$ cat config.mk
export PLATFORM = sky130hd
export DESIGN_NAME = apb_completer_regfile
export DESIGN_NICKNAME = d
export VERILOG_FILES = /design/src/rtl/apb_completer_regfile.sv
export SDC_FILE = /design/constraint.sdc
export NUM_CORES = 1
export LEC_CHECK = 0
export ABC_AREA = 1
export BUFFER_PORTS_ARGS = -buffer_cell sky130_fd_sc_hd__buf_2
export CORE_MARGIN = 1
export CORE_UTILIZATION = 50
export DETAILED_ROUTE_END_ITERATION = 16
export PLACE_DENSITY = 0.7
export SYNTH_ARGS = -nofsm -noshare
export SYNTH_HDL_FRONTEND = slang
export SYNTH_SLANG_ARGS = --single-unit
$ cat constraint.sdc
create_clock -name PCLK -period 2.1 [get_ports PCLK]
set_clock_uncertainty 0.05 [all_clocks]
set_input_delay 0.105 -clock PCLK [delete_from_list [all_inputs] [get_ports PCLK]]
set_output_delay 0.105 -clock PCLK [all_outputs]
set_load 0.02 [all_outputs]
$ cat src/rtl/apb_completer_regfile.sv
// apb_completer_regfile: APB completer exposing NUM_REGS byte-writable registers,
// with programmable wait states and PSLVERR on misaligned or out-of-range accesses.
package apb_pkg;
  typedef enum logic [1:0] {IDLE, SETUP, ACCESS} apb_state_e;
  function automatic int unsigned align_bits(input int unsigned data_width);
    return $clog2(data_width / 8);
  endfunction
endpackage

module apb_completer_regfile
  import apb_pkg::*;
#(
  parameter int unsigned ADDR_WIDTH = 32,
  parameter int unsigned DATA_WIDTH = 32,
  parameter int unsigned STRB_WIDTH = DATA_WIDTH / 8,
  parameter int unsigned NUM_REGS = 16,
  parameter int unsigned WAIT_STATES = 0,
  parameter logic [ADDR_WIDTH-1:0] BASE_ADDR = '0
) (
  input  logic                  PCLK,
  input  logic                  PRESETn,
  input  logic                  PSEL,
  input  logic                  PENABLE,
  input  logic                  PWRITE,
  input  logic [ADDR_WIDTH-1:0] PADDR,
  input  logic [DATA_WIDTH-1:0] PWDATA,
  input  logic [STRB_WIDTH-1:0] PSTRB,
  output logic                  PREADY,
  output logic [DATA_WIDTH-1:0] PRDATA,
  output logic                  PSLVERR
);
  localparam int unsigned AB = align_bits(DATA_WIDTH);
  localparam int unsigned IW = NUM_REGS > 1 ? $clog2(NUM_REGS) : 1;

  apb_state_e state_q, state_d;
  logic [3:0] cnt_q, cnt_d;
  logic write_q, write_d, err_q, err_d;
  logic [IW-1:0] idx_q, idx_d;
  logic [DATA_WIDTH-1:0] wdata_q, wdata_d, prdata_q, prdata_d;
  logic [STRB_WIDTH-1:0] strb_q, strb_d;
  logic pready_q, pready_d, pslverr_q, pslverr_d;
  logic [DATA_WIDTH-1:0] regs_q [NUM_REGS];
  logic [DATA_WIDTH-1:0] regs_d [NUM_REGS];
  logic [ADDR_WIDTH-1:0] offset, index;
  logic in_setup, err_live, commit;

  // Outputs are registered, so PREADY/PRDATA/PSLVERR are computed from the next state.
  always_comb begin
    offset = PADDR - BASE_ADDR;
    index = offset >> AB;
    err_live = ((PADDR & ADDR_WIDTH'(STRB_WIDTH - 1)) != '0) || (PADDR < BASE_ADDR)
               || (index >= ADDR_WIDTH'(NUM_REGS));
    in_setup = state_q == SETUP;
    write_d = in_setup ? PWRITE : write_q;
    err_d = in_setup ? err_live : err_q;
    idx_d = in_setup ? IW'(index) : idx_q;
    wdata_d = in_setup ? PWDATA : wdata_q;
    strb_d = in_setup ? PSTRB : strb_q;
    state_d = IDLE;
    case (state_q)
      IDLE:    state_d = (PSEL && !PENABLE) ? SETUP : IDLE;
      SETUP:   state_d = ACCESS;
      ACCESS:  state_d = pready_q ? ((PSEL && !PENABLE) ? SETUP : IDLE) : (PSEL ? ACCESS : IDLE);
      default: state_d = IDLE;
    endcase
    cnt_d = in_setup ? 4'(WAIT_STATES) : (state_d == ACCESS ? cnt_q - 4'd1 : 4'd0);
    pready_d = state_d == ACCESS && cnt_d == 4'd0;
    pslverr_d = pready_d && err_d;
    prdata_d = (pready_d && !write_d && !err_d) ? regs_q[idx_d] : '0;
    commit = state_q == ACCESS && pready_q && write_q && !err_q;
    regs_d = regs_q;
    for (int n = 0; n < STRB_WIDTH; n++)
      if (commit && strb_q[n]) regs_d[idx_q][8*n +: 8] = wdata_q[8*n +: 8];
  end

  always_ff @(posedge PCLK) begin
    if (!PRESETn) begin
      state_q   <= IDLE;
      cnt_q     <= '0;
      write_q   <= 1'b0;
      err_q     <= 1'b0;
      idx_q     <= '0;
      wdata_q   <= '0;
      strb_q    <= '0;
      pready_q  <= 1'b0;
      pslverr_q <= 1'b0;
      prdata_q  <= '0;
      regs_q    <= '{default: '0};
    end else begin
      state_q   <= state_d;
      cnt_q     <= cnt_d;
      write_q   <= write_d;
      err_q     <= err_d;
      idx_q     <= idx_d;
      wdata_q   <= wdata_d;
      strb_q    <= strb_d;
      pready_q  <= pready_d;
      pslverr_q <= pslverr_d;
      prdata_q  <= prdata_d;
      regs_q    <= regs_d;
    end
  end

  assign PREADY  = pready_q;
  assign PRDATA  = prdata_q;
  assign PSLVERR = pslverr_q;
endmodule

Yosys cells after proc, flatten, opt, wreduce, memory -nomap -nowiden
Cells that the tools add are included.
{"block": "word_totals", "ff_bits": 594, "output_inout_bits": 34}
{"block": "op_classes", "n_addsub": 1, "order_cmp": 5, "eq_ne": 3, "n_mux": 28, "bitwise": 2, "reduce_logical": 23}
{"cell": "$bwmux 512", "n": 4}
{"cell": "$mux 512", "n": 4}
{"cell": "$demux 32 s4", "n": 4}
{"cell": "$bmux 32 s4", "n": 1}
{"cell": "$mux 32", "n": 3}
{"cell": "$lt 32x1->1 const B", "n": 1}
{"cell": "$reduce_bool 32->1", "n": 1}
{"cell": "$ge 30x5->1 const B", "n": 1}
{"cell": "$mux 24", "n": 1}
{"cell": "$mux 16", "n": 1}
{"cell": "$logic_and 1x1->1", "n": 13}
{"cell": "$mux 4", "n": 3}
{"cell": "$ge 5x5->1 const B", "n": 2}
{"cell": "$not 4->5", "n": 2}
{"cell": "$mux 8", "n": 1}
{"cell": "$pmux 2 s3", "n": 1}
{"cell": "$lt 5x1->1 const B", "n": 1}
{"cell": "$eq 2x2->1 const B", "n": 2}
{"cell": "$logic_not 1->1", "n": 4}
{"cell": "$logic_not 4->1", "n": 1}
{"cell": "$mux 2", "n": 2}
{"cell": "$sub 4x1->4 const B", "n": 1}
{"cell": "$mux 1", "n": 3}
{"cell": "$eq 2x1->1 const B", "n": 1}
{"cell": "3 further kinds", "n": 4}

Depth between registers and ports, before layout
Gate-level depths: netlist of run 1.
{"block": "logic_depth", "depth_word": 13, "mapped_depth": 14, "depth_no_buf": 11}

Least setup slack after synthesis of run 1
Ideal clock, no wire load.
{"block": "synth_timing", "path_kind": "register to register", "startpoint": "register pready_q, in the netlist PREADY", "endpoint": "register regs_q[198] in the netlist's numbering", "arrival_ns": 1.519, "setup_slack_ns": 0.411, "stages_incl_launch_ff": 8, "n_path_buf": 2, "period_less_slack_ns": 1.689, "path_cell_list": "dfxtp_1 -> nand4_4 -> nor2_4 -> buf_8 -> nand2_4 -> buf_2 -> o21ai_0 -> a21oi_1"}
{"block": "synth_via", "elab_chain_cells": 11, "elab_cells_between_ends": 14, "cone_classes": "mux (7); reduce/logical (7)"}
{"element": "start: declaration", "line": "41", "source": "logic pready_q, pready_d, pslverr_q, pslverr_d;"}
{"element": "start signal: assignment", "line": "97", "source": "pready_q <= pready_d;"}
{"element": "$logic_and 1x1->1 (*) (3 in series)", "line": "70", "source": "commit = state_q == ACCESS && pready_q && write_q && !err_q;"}
{"element": "$logic_and 1x1->1", "line": "73", "source": "if (commit && strb_q[n]) regs_d[idx_q][8*n +: 8] = wdata_q[8*n +: 8];"}
{"element": "$mux 512", "line": "73"}
{"element": "$bwmux 512", "line": "73"}
{"element": "$mux 512", "line": "73"}
{"element": "$bwmux 512", "line": "73"}
{"element": "$mux 512", "line": "73"}
{"element": "$bwmux 512", "line": "73"}
{"element": "$mux 512 (*)", "line": "73"}
{"element": "end signal: assignment", "line": "100", "source": "regs_q <= regs_d;"}
{"element": "end: declaration", "line": "42", "source": "logic [DATA_WIDTH-1:0] regs_q [NUM_REGS];"}
Every way passes the cells marked *; elsewhere a longest branch is shown, timed or not.
A chain may end at the register's enable or synchronous reset.

Worst setup path in the final report of run 1
{"block": "layout_timing", "startpoint": "register state_q[1]", "endpoint": "register prdata_q[30], in the netlist PRDATA[30]"}
{"block": "layout_via", "elab_chain_cells": 10, "elab_cells_between_ends": 21, "cone_classes": "eq/ne (3); mux (9); bitwise (1); reduce/logical (8)"}
{"element": "start: declaration", "line": "35", "source": "apb_state_e state_q, state_d;"}
{"element": "start signal: assignment", "line": "90", "source": "state_q <= state_d;"}
{"element": "$eq 2x2->1 (tied with other cells)", "line": "60", "source": "case (state_q)"}
{"element": "$pmux 2 s3", "line": "60"}
{"element": "$eq 2x2->1", "line": "66, 67"}
{"element": "$mux 4 (2 in series)", "line": "66", "source": "cnt_d = in_setup ? 4'(WAIT_STATES) : (state_d == ACCESS ? cnt_q - 4'd1 : 4'd0);"}
{"element": "$logic_not 4->1", "line": "67", "source": "pready_d = state_d == ACCESS && cnt_d == 4'd0;"}
{"element": "$logic_and 1x1->1", "line": "67"}
{"element": "$logic_and 1x1->1 (2 in series)", "line": "69", "source": "prdata_d = (pready_d && !write_d && !err_d) ? regs_q[idx_d] : '0;"}
{"element": "$reduce_and 2->1 (no line)"}
{"element": "end signal: assignment", "line": "99", "source": "prdata_q <= prdata_d;"}
{"element": "end: declaration", "line": "39", "source": "logic [DATA_WIDTH-1:0] wdata_q, wdata_d, prdata_q, prdata_d;"}
Parallel ways exist; a longest one is shown, timed or not. The select of a mux whose other input is x is not followed.

==> metrics.md, run 1 <==
| Metric | Value |
|---|---|
| Most common library cell in the layout ignoring fill and taps | dfxtp_1 |
| Leak Pwr | 12.6 nW |
| RSZ-0062 raised after global routing | true |
| H-tree depth | 2 |
| Final Hold Fails | 0 |
| Register bit total from synthesis | 594 |
| Max frequency | 0.499 GHz |
| Post-Synthesis Net Count | 3877 |
| GP Congestion | 0.867 |
| Via count | 24.7k |
| Gate Count Post-Synth | 3803 |
| Crit path max-delay cell type | dfxtp_1 |
| Max-slew headroom | 45.7% |
| Maxcap violations | 0 |
| Compound-gate portion of the synthesized area | 20.9% |
| Avg Cell Area, Syn | 6.93 µm² |
| Clock buffer depth | 3 |
| Synthesized cell area | 26400 µm² |
| Final min period | 2.00 ns |
| Worst hold-check path type | input pin to flip-flop |
| Seq/Total Area, Yosys | 45.1% |
| Initial antenna violation count | 0 |
| R2r endpoint | PRDATA[30] |
| Synth Area in Adders | 0.0475% |
| Crit share post-route | 95.4% |
| First-pass detailed-route iteration total | 5 |
| Largest stage delay on the critical path | 0.32 ns |
| # clock sinks | 594 |
| First-pass GRT wire length | 123000 µm |
| Filler cell count | 4744 |
| Largest family of logic cells by synthesized area | simple AND/OR/NAND/NOR gates |
| Ant diodes | 0 |
| Req. time, crit path | 2.58 ns |
| Total gr overflow | 0 |
| Antenna Nets Post-Route | 0 |
| Row cnt | 83 |
| Most common cell on crit path | buf_12 |
| Maximum fanout along the worst path | 23 |
| Fin. max-slew vios | 0 |
| Area grow syn2layout | 16.1% |
| Number of I/O port buffers | 106 |
| CTS tree | built |
| Worst Reg2Reg Path Length in Cells | 12 |
| Worst Hold Slack | 0.0463 ns |
| Synth Area in Simple Gates | 21.1% |
| Final nets | 3925 |
| Die Wd | 232 µm |
| Die Area | 53600 µm² |
| Final Util | 59.2% |
| DRC violations left | 0 |
| Worst path cell trace | inv_2, nand2_2, buf_12, nand2_4, nand2_8, buf_12, buf_12, nand2_1, nand3_1, nand3_1, a21oi_2, nor2_1 |
| Worst-margin pin slew | 0.813 ns |
| Mux cell area share after synthesis | 0.0380% |
| Clk_lat worst skew | 0.64 ns |
| Worst EP arrival | 2.48 ns |
| Num CTS Buffers | 61 |
| DP Wirelength | 46000 µm |
| Status | completed |
| Clk root buf | clkbuf_16 |
| Setup-failing EPs final | 0 |
| Worst hold path startpoint | PADDR[4] |
| R2r setup slk | 0.1 ns |
| Ys Warns | 0 |
| Share of cells above drive strength 1 | 9.56% |
| Vias in the first global route | 22.5k |
| Netlist cell types | 29 |
| Most frequent cells in the layout | dfxtp_1 (593), nand2_1 (580), a21oi_1 (547), o21ai_0 (544), inv_1 (531) |
| XOR/XNOR Fraction of Synth Area | 0.0664% |
| Core area | 51700 µm² |
| Crit start category | flip-flop |
| Die Ht | 232 µm |
| CTS clk-pin slew, worst paths | 0.06 ns |
| Tot Pwr | 24.9 mW |
| Initial core utilization | 51.0% |
| Wirelength per Cell | 16.8 µm |
| Via density | 5.38 |
| Io pins | 107 |
| Largest net degree at the start of global routing | 112 |
| Crit path capture type | flip-flop |
| P per Cell Area | 813 nW/µm² |
| Worst setup endpoint | PRDATA[30] |
| DRT Wirelength | 77000 µm |
| Critical setup path kind | flip-flop to flip-flop |
| Critical Path Source | state_q[1] |
| Worst reg2reg path startpoint | state_q[1] |
| Initial DRC count | 2291 |
| Worst vdd ir | 0.597 mV |
| Gr usage total | 28.4% |
report_power, final:
| group | total, mW | internal (mW) | switching, mW |
|---|---|---|---|
| clock network | 11.1 | 6.53 | 4.56 |
| logic | 2.30 | 0.819 | 1.48 |
| registers | 11.5 | 11.3 | 0.184 |
| total | 24.9 | 18.7 | 6.22 |
cell type report:
class | instances | area [µm²] | share of cell area, %
clock buffer | 95 | 1900 | 6.20
timing repair buffer | 279 | 2540 | 8.29
sequential | 594 | 11900 | 38.9
tap | 680 | 851 | 2.78
multi-input combinational | 2382 | 11200 | 36.8
clock inverter | 17 | 168 | 0.548
inverter | 533 | 2000 | 6.54
metal layers:
layer | wire, µm | GRT usage (%)
met1 | 34600 | 38.4
met2 | 35600 | 46.6
met3 | 4700 | 3.90
met4 | 2080 | 8.92
met5 | 0 | 0
cells by family (layout without fill, tap and decap cells):
group | Yosys count | in the layout
AND/OR/NAND/NOR | 1276 | 1276
adder cells (fa/ha/maj) | 1 | 1
AO/OA/AOI/OAI | 1102 | 1102
buffers and inverters | 827 | 924
multiplexers | 1 | 1
flip-flops | 594 | 594
XOR/XNOR | 2 | 2
worst min-delay path by stage:
stage / slack, ns / depth (start not counted) / endpoint
global route: 0.04 / 4 / idx_q[2]
CTS: 0.01 / 4 / idx_q[2]
finish: 0.05 / 4 / idx_q[2]
global placement: 0.25 / 2 / state_q[0]
detailed placement: 0.25 / 2 / state_q[0]
floorplan: 0.13 / 1 / state_q[0]
synth_stat cells:
master / instances / area, µm²
buf_2: 106 / 531
nand2_4: 6 / 67.6
clkbuf_1: 163 / 612
nor4_1: 1 / 6.26
nor2_2: 2 / 12.5
nor2_4: 5 / 56.3
nand2_1: 591 / 2220
a21oi_1: 549 / 2750
nand3_2: 1 / 10.0
dfxtp_1: 594 / 11900
inv_1: 531 / 1990
nand4_4: 1 / 21.3
buf_6: 10 / 113
buf_4: 5 / 37.5
xor2_1: 1 / 8.76
buf_1: 9 / 33.8
ha_1: 1 / 12.5
o21ai_0: 544 / 2720
inv_2: 2 / 7.51
buf_8: 1 / 15.0
nor2_1: 143 / 537
o21ai_2: 1 / 8.76
xnor2_1: 1 / 8.76
mux2i_1: 1 / 10.0
nor3_1: 1 / 5.00
o21ai_1: 8 / 40.0
nand4_1: 1 / 6.26
nand3_1: 518 / 2590
nand2_2: 6 / 37.5
registers in the layout (all words and copies together), names as in the netlist:
register,flops
idx_q,4
state_q,2
PREADY,1
PRDATA,32
write_q,1
strb_q,4
PSLVERR,1
wdata_q,32
err_q,1
regs_q,512
cnt_q,4
repair_timing:
item / CTS / global route
gates resized for setup: 0 / 15
setup endpoints to repair: 0 / 65
endpoints found under the hold margin: 90 / 0
setup buffers: 0 / 3
hold buffers: 50 / 0
metrics by stage:
step	instance area [µm²]	cells	setup TNS, ns	setup WS [ns]
2_1_floorplan	26400	3803	0	0.411
4_1_cts	30500	4575	0	0.0166
3_3_place_gp	27900	4413	0	0.0471
3_5_place_dp	27900	4413	0	0.0390
5_1_grt	30600	4580	-0.0183	-0.0183
6_report	30600	4580	0	0.0972
worst max-delay path: cells and delay by family, from the launching register on:
family	cells	cell delay, ns
simple gates	7	0.72
compound gates	1	0.16
buf+inv	4	0.59
flops	1	0.32
Note: power is estimated with default switching activity, not from simulation.
==> inputs of run 2 (changes only) <==
--- a/config.mk
+++ b/config.mk
@@ -12,4 +12,5 @@
 export DETAILED_ROUTE_END_ITERATION = 16
 export PLACE_DENSITY = 0.7
+export REMOVE_ABC_BUFFERS = 1
 export SYNTH_ARGS = -nofsm -noshare
 export SYNTH_HDL_FRONTEND = slang
==> constraint.sdc (replaced) <==
create_clock -name PCLK -period 2.1 [get_ports PCLK]
set_clock_uncertainty 0.05 [all_clocks]
set_input_delay 0.525 -clock PCLK [delete_from_list [all_inputs] [get_ports PCLK]]
set_output_delay 0.525 -clock PCLK [all_outputs]
set_load 0.02 [all_outputs]
==> run 2 against run 1 <==
Sequential cell count unchanged. Cell count is 0.68% lower. Register-to-register slack gained 0.02 ns. Routed wire length fell by 2.6%. Largest cell class unchanged. Largest power group unchanged.
==> metrics.md, run 2 (synthesis gave the netlist of run 1 again) <==
| Metric | Value |
|---|---|
| Worst hold-check path type | input pin to flip-flop (unchanged) |
| CTS clk-pin slew, worst paths | 0.06 ns (about the same) |
| Die Ht | 232 µm (unchanged) |
| Maximum fanout along the worst path | 27 (was 23) |
| Area grow syn2layout | 14.3% (was 16.1%) |
| Worst-margin pin slew | 0.772 ns (was 0.813 ns) |
| Crit-path leading delay family | simple AND/OR/NAND/NOR gates (unchanged) |
| Via density | 5.32 (was 5.38) |
| Initial core utilization | 51.0% (unchanged) |
| Crit path max-delay cell type | dfxtp_2 (was dfxtp_1) |
| H-tree depth | 2 (unchanged) |
| Switching Power | 6.11 mW (was 6.22 mW) |
| Setup-failing EPs final | 0 (unchanged) |
| Crit start category | flip-flop (unchanged) |
| Max-slew headroom | 48.5% (was 45.7%) |
| Tot Pwr | 24.4 mW (was 24.9 mW) |
| Io pins | 107 (unchanged) |
| Number of I/O port buffers | 106 (unchanged) |
| RSZ-0062 raised after global routing | false (was true) |
| Initial antenna violation count | 0 (unchanged) |
| GP Congestion | 0.850 (was 0.867) |
| Ant diodes | 0 (unchanged) |
| Initial DRC count | 2224 (was 2291) |
| Die Wd | 232 µm (unchanged) |
| Most common cell on crit path | nand2_1 (was buf_12) |
| Crit path capture type | flip-flop (unchanged) |
| Max reg flops | 512 (unchanged) |
| Vias in the first global route | 21.7k (was 22.5k) |
| Clk_lat worst skew | 0.63 ns (was 0.64 ns) |
| First-pass detailed-route iteration total | 6 (was 5) |
| Worst reg2reg path startpoint | state_q[0] (was state_q[1]) |
| DRT met1 WL | 34300 µm (was 34600 µm) |
| Worst hold path startpoint | PWDATA[8] (was PADDR[4]) |
| Critical setup path kind | flip-flop to flip-flop (unchanged) |
| Most common library cell in the layout ignoring fill and taps | dfxtp_1 (unchanged) |
| Num CTS Buffers | 61 (unchanged) |
| Status | completed (unchanged) |
| Top routing layer in use | met4 (unchanged) |
| Final min period | 1.98 ns (was 2.00 ns) |
| Worst vdd ir | 0.649 mV (was 0.597 mV) |
| Pre-CTS setup slack | 0.0619 ns (was 0.0390 ns) |
| Switch share | 25.1% (was 25.0%) |
| Req. time, crit path | 2.59 ns (was 2.58 ns) |
| Die Area | 53600 µm² (unchanged) |
| Final Hold Fails | 0 (unchanged) |
| # clock sinks | 594 (unchanged) |
| Share of cells above drive strength 1 | 9.67% (was 9.56%) |
| Largest register by flop count | regs_q (unchanged) |
| Internal Power | 18.3 mW (was 18.7 mW) |
| Clk root buf | clkbuf_16 (unchanged) |
| Buffers and inverters on the worst path | 3 (was 4) |
| Sequential cell fraction of total power | 47.1% (was 46.2%) |
| Antenna Nets Post-Route | 0 (unchanged) |
| DRC violations left | 0 (unchanged) |
| Largest stage delay on the critical path | 0.40 ns (was 0.32 ns) |
| Total gr overflow | 0 (unchanged) |
| Critical Path Source | state_q[0] (was state_q[1]) |
| CTS tree | built (unchanged) |
| WL met3 | 4680 µm (was 4700 µm) |
| Crit share post-route | 94.3% (was 95.4%) |
| P per Cell Area | 809 nW/µm² (was 813 nW/µm²) |
| DP Wirelength | 45000 µm (was 46000 µm) |
| Finished Layout Cells | 4549 (was 4580) |
| Final nets | 3901 (was 3925) |
| Inst Count DP | 4441 (was 4413) |
| First-pass GRT wire length | 119000 µm (was 123000 µm) |
| Max frequency | 0.505 GHz (was 0.499 GHz) |
| DRT Wirelength | 75000 µm (was 77000 µm) |
| Combinational Power Share | 9.1% (was 9.2%) |
| Row cnt | 83 (unchanged) |
| Core area | 51700 µm² (unchanged) |
| Clock buffer depth | 3 (unchanged) |
| Wirelength per Cell | 16.5 µm (was 16.8 µm) |
| Worst path cell trace | nand2_2, buf_12, nand2_4, nand2_4, buf_12, buf_16, nand2_1, nand3_1, nand2_1, nand2_1, nand3_1, nand2_1, nor2_1 (was inv_2, nand2_2, buf_12, nand2_4, nand2_8, buf_12, buf_12, nand2_1, nand3_1, nand3_1, a21oi_2, nor2_1) |
| Fin. max-slew vios | 0 (unchanged) |
| Via count | 24.2k (was 24.7k) |
| Clk network pwr share | 43.7% (was 44.6%) |
| Final worst-path setup slack | 0.120 ns (was 0.0972 ns) |
| Gr usage total | 27.6% (was 28.4%) |
| Met2 WL post-DR | 34100 µm (was 35600 µm) |
| Largest net degree at the start of global routing | 107 (was 112) |
| Leak Pwr | 12.4 nW (was 12.6 nW) |
| Most frequent cells in the layout | dfxtp_1 (593), nand2_1 (587), a21oi_1 (548), o21ai_0 (544), inv_1 (531) (was dfxtp_1 (593), nand2_1 (580), a21oi_1 (547), o21ai_0 (544), inv_1 (531)) |
| Maxcap violations | 0 (unchanged) |
| Worst EP arrival | 2.47 ns (was 2.48 ns) |
==> run 2: cell types whose count changed in the layout (fill, tap and decap cells not counted), moves of 2 or more <==
| cell | previous run | this run |
|---|---|---|
| nand2_1 | 580 | 587 |
| dlygate4sd3_1 | 50 | 1 |
| buf_4 | 78 | 102 |
| clkbuf_1 | 12 | 19 |
| buf_12 | 41 | 44 |
| nand2_2 | 14 | 7 |
| clkbuf_16 | 65 | 61 |
| clkinvlp_4 | 0 | 2 |
| clkinv_2 | 12 | 9 |
| clkbuf_8 | 20 | 10 |
==> run 2: per-stage QoR <==
stage	utilization [%]	TNS [ns]	instance area, µm²	hold WS [ns]
floorplan	-	-209.20	25000	0.379
finish	58.2	0	30100	0.0884
global route	58.2	0	30100	0.0978
detailed placement	54.4	0	28100	0.391
global placement	54.4	0	28100	0.387
CTS	58.1	0	30100	0.0670
==> run 2: power by group through the flow <==
stage / clock, mW / combinational [mW] / sequential, mW
after floorplan: 0 / 1.41 / 11.7
after global placement: 0 / 2.18 / 11.7
after detailed placement: 0 / 2.19 / 11.7
after CTS: 10.8 / 2.20 / 11.5
after global routing: 11.3 / 2.48 / 11.5
final: 10.7 / 2.23 / 11.5
==> run 2: worst register-to-register path: cells and delay by family, from the launching register on <==
kind | cells | cell delay (ns)
simple gates | 10 | 0.88
buf+inv | 3 | 0.56
flops | 1 | 0.40
==> run 2: path summary, 6_finish.rpt <==
| check | end | slack (ns) | depth (start not counted) |
|---|---|---|---|
| min | wdata_q[8] | 0.09 | 3 |
| min reg2reg | regs_q[427] | 0.40 | 2 |
| max | PRDATA[1] | 0.12 | 13 |
| max reg2reg | PRDATA[1] | 0.12 | 13 |
==> run 2: routing by layer <==
metal	global-route usage, %	up-vias
met5	0	-
met2	43.9	715
met1	38.3	11000
met3	3.81	97
li1	-	12400
met4	9.75	0
==> run 2: cell type report <==
type / count / area (µm²)
Fill cell: 5048 / 21600
Multi-Input combinational cell: 2382 / 11200
Inverter: 533 / 2000
Clock inverter: 15 / 180
Timing Repair Buffer: 255 / 2250
Tap cell: 680 / 851
Sequential cell: 594 / 11900
Clock buffer: 90 / 1740
==> run 2: repair_timing <==
action | 4_1_cts | 5_1_grt
endpoints found under the setup margin | 0 | 28
hold endpoints to repair | 1 | 0
hold buffers | 1 | 0
setup buffers | 0 | 2
gates resized for setup | 0 | 4
==> inputs of run 3 (changes only) <==
--- a/config.mk
+++ b/config.mk
@@ -10,4 +10,5 @@
 export CORE_MARGIN = 1
 export CORE_UTILIZATION = 50
+export CTS_CLUSTER_SIZE = 16
 export DETAILED_ROUTE_END_ITERATION = 16
 export PLACE_DENSITY = 0.7
--- a/constraint.sdc
+++ b/constraint.sdc
@@ -3,3 +3,3 @@
 set_input_delay 0.525 -clock PCLK [delete_from_list [all_inputs] [get_ports PCLK]]
 set_output_delay 0.525 -clock PCLK [all_outputs]
-set_load 0.02 [all_outputs]
+set_load 0.01 [all_outputs]
==> run 3 against run 2 <==
Count of clock-buffer cells in the layout shrank 2. Worst hold slack lost 0.00077 ns. Maximum frequency grew 0.24%. Critical path depth shrank 4. Via count grew 0.13%. Largest cell class unchanged. Largest power group unchanged.
==> metrics.md, run 3 (synthesis gave the netlist of run 1 again) <==
| Metric | Value |
|---|---|
| Via count | 24.2k (about the same) |
| Inst Count DP | 4441 (unchanged) |
| Final min period | 1.97 ns (was 1.98 ns) |
| # clock sinks | 594 (unchanged) |
| Worst reg2reg path startpoint | state_q[0] (unchanged) |
| Final Instance Area | 30100 µm² (about the same) |
| Crit start category | flip-flop (unchanged) |
| Clock buffer depth | 3 (unchanged) |
| Combinational Power Share | 9.2% (was 9.1%) |
| Initial antenna violation count | 0 (unchanged) |
| Switch share | 25.2% (was 25.1%) |
| Placed Area | 28100 µm² (unchanged) |
| Crit share post-route | 94.0% (was 94.3%) |
| Crit path capture type | flip-flop (unchanged) |
| P per Cell Area | 805 nW/µm² (was 809 nW/µm²) |
| Core area | 51700 µm² (unchanged) |
| Buffers and inverters on the worst path | 3 (unchanged) |
| Maxcap violations | 0 (unchanged) |
| Worst hold-check path type | input pin to flip-flop (unchanged) |
| Gr usage total | 27.6% (about the same) |
| Hold Path End | wdata_q[28] (was wdata_q[8]) |
| Clk root buf | clkbuf_16 (unchanged) |
| Vias in the first global route | 21.7k (unchanged) |
| Worst Hold Depth | 3 (unchanged) |
| Worst EP arrival | 2.46 ns (was 2.47 ns) |
| CTS clk-pin slew, worst paths | 0.06 ns (about the same) |
| Req. time, crit path | 2.59 ns (about the same) |
| Final Hold Fails | 0 (unchanged) |
| Num CTS Buffers | 61 (unchanged) |
| DRT Wirelength | 75000 µm (about the same) |
| Largest net degree at the start of global routing | 107 (unchanged) |
| First-pass detailed-route iteration total | 6 (unchanged) |
| Total gr overflow | 0 (unchanged) |
| Die Wd | 232 µm (unchanged) |
| R2r setup slk | 0.13 ns (was 0.12 ns) |
| Most frequent cells in the layout | dfxtp_1 (593), nand2_1 (587), a21oi_1 (548), o21ai_0 (544), inv_1 (531) (unchanged) |
| Clk_lat worst skew | 0.64 ns (was 0.63 ns) |
| Critical setup path kind | flip-flop to flip-flop (unchanged) |
| Switching Power | 6.11 mW (about the same) |
| DRC violations left | 0 (unchanged) |
| First-pass GRT wire length | 119000 µm (about the same) |
| Most common library cell in the layout ignoring fill and taps | dfxtp_1 (unchanged) |
| Leak Pwr | 12.4 nW (about the same) |
| Clk network pwr share | 43.4% (was 43.7%) |
| Internal Power | 18.1 mW (was 18.3 mW) |
| Status | completed (unchanged) |
| Final nets | 3901 (unchanged) |
| CTS tree | built (unchanged) |
| Die Ht | 232 µm (unchanged) |
| Initial core utilization | 51.0% (unchanged) |
| Filler cell count | 5052 (was 5048) |
| Sequential cell fraction of total power | 47.4% (was 47.1%) |
| Wirelength per Cell | 16.5 µm (about the same) |
| Number of I/O port buffers | 106 (unchanged) |
| Io pins | 107 (unchanged) |
| Max reg flops | 512 (unchanged) |
| Worst vdd ir | 0.650 mV (was 0.649 mV) |
| Fin. max-slew vios | 0 (unchanged) |
| Crit path max-delay cell type | dfxtp_2 (unchanged) |
| Die Area | 53600 µm² (unchanged) |
| Share of cells above drive strength 1 | 9.69% (was 9.67%) |
| Setup-failing EPs final | 0 (unchanged) |
| Initial DRC count | 2291 (was 2224) |
| Worst Reg2Reg Path Length in Cells | 9 (was 13) |
| Worst path cell trace | nand2_2, buf_12, o21ai_4, buf_12, buf_4, nand3_1, nand3_1, a21oi_1, nor2_1 (was nand2_2, buf_12, nand2_4, nand2_4, buf_12, buf_16, nand2_1, nand3_1, nand2_1, nand2_1, nand3_1, nand2_1, nor2_1) |
| Final Util | 58.2% (about the same) |
| Finished Layout Cells | 4549 (unchanged) |
| Setup TNS | 0 ns (unchanged) |
| Antenna Nets Post-Route | 0 (unchanged) |
| Worst hold path startpoint | PWDATA[28] (was PWDATA[8]) |
| Crit-path leading delay family | buffers and inverters (was simple AND/OR/NAND/NOR gates) |
| Worst-margin pin slew | 0.770 ns (was 0.772 ns) |
| Via density | 5.33 (was 5.32) |
| Area grow syn2layout | 14.2% (was 14.3%) |
| R2r endpoint | PRDATA[1] (unchanged) |
| Largest stage delay on the critical path | 0.40 ns (about the same) |
| H-tree depth | 2 (unchanged) |
| GP Congestion | 0.850 (unchanged) |
| Largest register by flop count | regs_q (unchanged) |
| Maximum fanout along the worst path | 43 (was 27) |
| Row cnt | 83 (unchanged) |
| Max frequency | 0.506 GHz (was 0.505 GHz) |
| DP Wirelength | 45000 µm (unchanged) |
| Max-slew headroom | 48.6% (was 48.5%) |
==> run 3: changes by cell type in the layout (fill, tap and decap cells not counted), sizes merged <==
cell | previous run | this run
bufinv | 4 | 3
diode | 0 | 1
clkinv | 9 | 11
clkbuf | 90 | 88
==> run 3: power groups by stage <==
| stage | Sequential [mW] | Clock (mW) | Combinational, mW |
|---|---|---|---|
| after floorplan | 11.6 | 0 | 1.41 |
| after global placement | 11.7 | 0 | 2.18 |
| after detailed placement | 11.7 | 0 | 2.19 |
| after CTS | 11.5 | 10.7 | 2.20 |
| after global routing | 11.5 | 11.2 | 2.48 |
| final | 11.5 | 10.5 | 2.22 |
==> run 3: worst max-delay path by stage <==
stage,startpoint,to,slack (ns),depth (start not counted)
floorplan,state_q[0],PRDATA[24],-6.25,10
global placement,state_q[0],PRDATA[1],0.06,9
detailed placement,state_q[0],PRDATA[1],0.06,9
CTS,state_q[0],PRDATA[1],0.05,9
global route,state_q[0],PRDATA[1],-0.0002,13
finish,state_q[0],PRDATA[1],0.13,9
==> run 3: area by class of cell <==
cell class              instances  area (µm²)  share of cell area [%]
clock buffers                  88        1730                    5.74
clock inverters                16         160                   0.532
repair buffers                255        2250                    7.48
flip-flops and latches        594       11900                    39.5
well taps                     680         851                    2.83
multi-input cells            2382       11200                    37.3
diodes                          1        2.50                 0.00831
inverters                     533        2000                    6.65
==> run 3: worst register-to-register path, delay by kind of cell, from the launching register on <==
family	cells	cell delay, ns
flops	1	0.40
compound gates	2	0.27
buf+inv	3	0.71
simple gates	4	0.46
==> run 3: through the flow <==
step           hold slack [ns]  setup WS (ns)  power, mW
6_report                0.0877          0.125       24.2
5_1_grt                 0.0986      -0.000240       25.2
2_1_floorplan            0.379          -6.25       13.1
4_1_cts                 0.0680         0.0466       24.4
3_3_place_gp             0.387         0.0566       13.9
3_5_place_dp             0.391         0.0619       13.9
==> run 3: what timing repair did <==
item | in CTS | in global routing
hold buffers | 1 | 0
endpoints found under the setup margin | 0 | 28
hold endpoints to repair | 1 | 0
gates resized for setup | 0 | 4
buffers inserted | 0 | 2
==> run 3: layer usage <==
| layer | global-route usage, % | share of wire (%) |
|---|---|---|
| met1 | 38.1 | 45 |
| met2 | 43.9 | 45 |
| met3 | 3.80 | 6.3 |
| met4 | 10.1 | 2.8 |
| met5 | 0 | 0 |
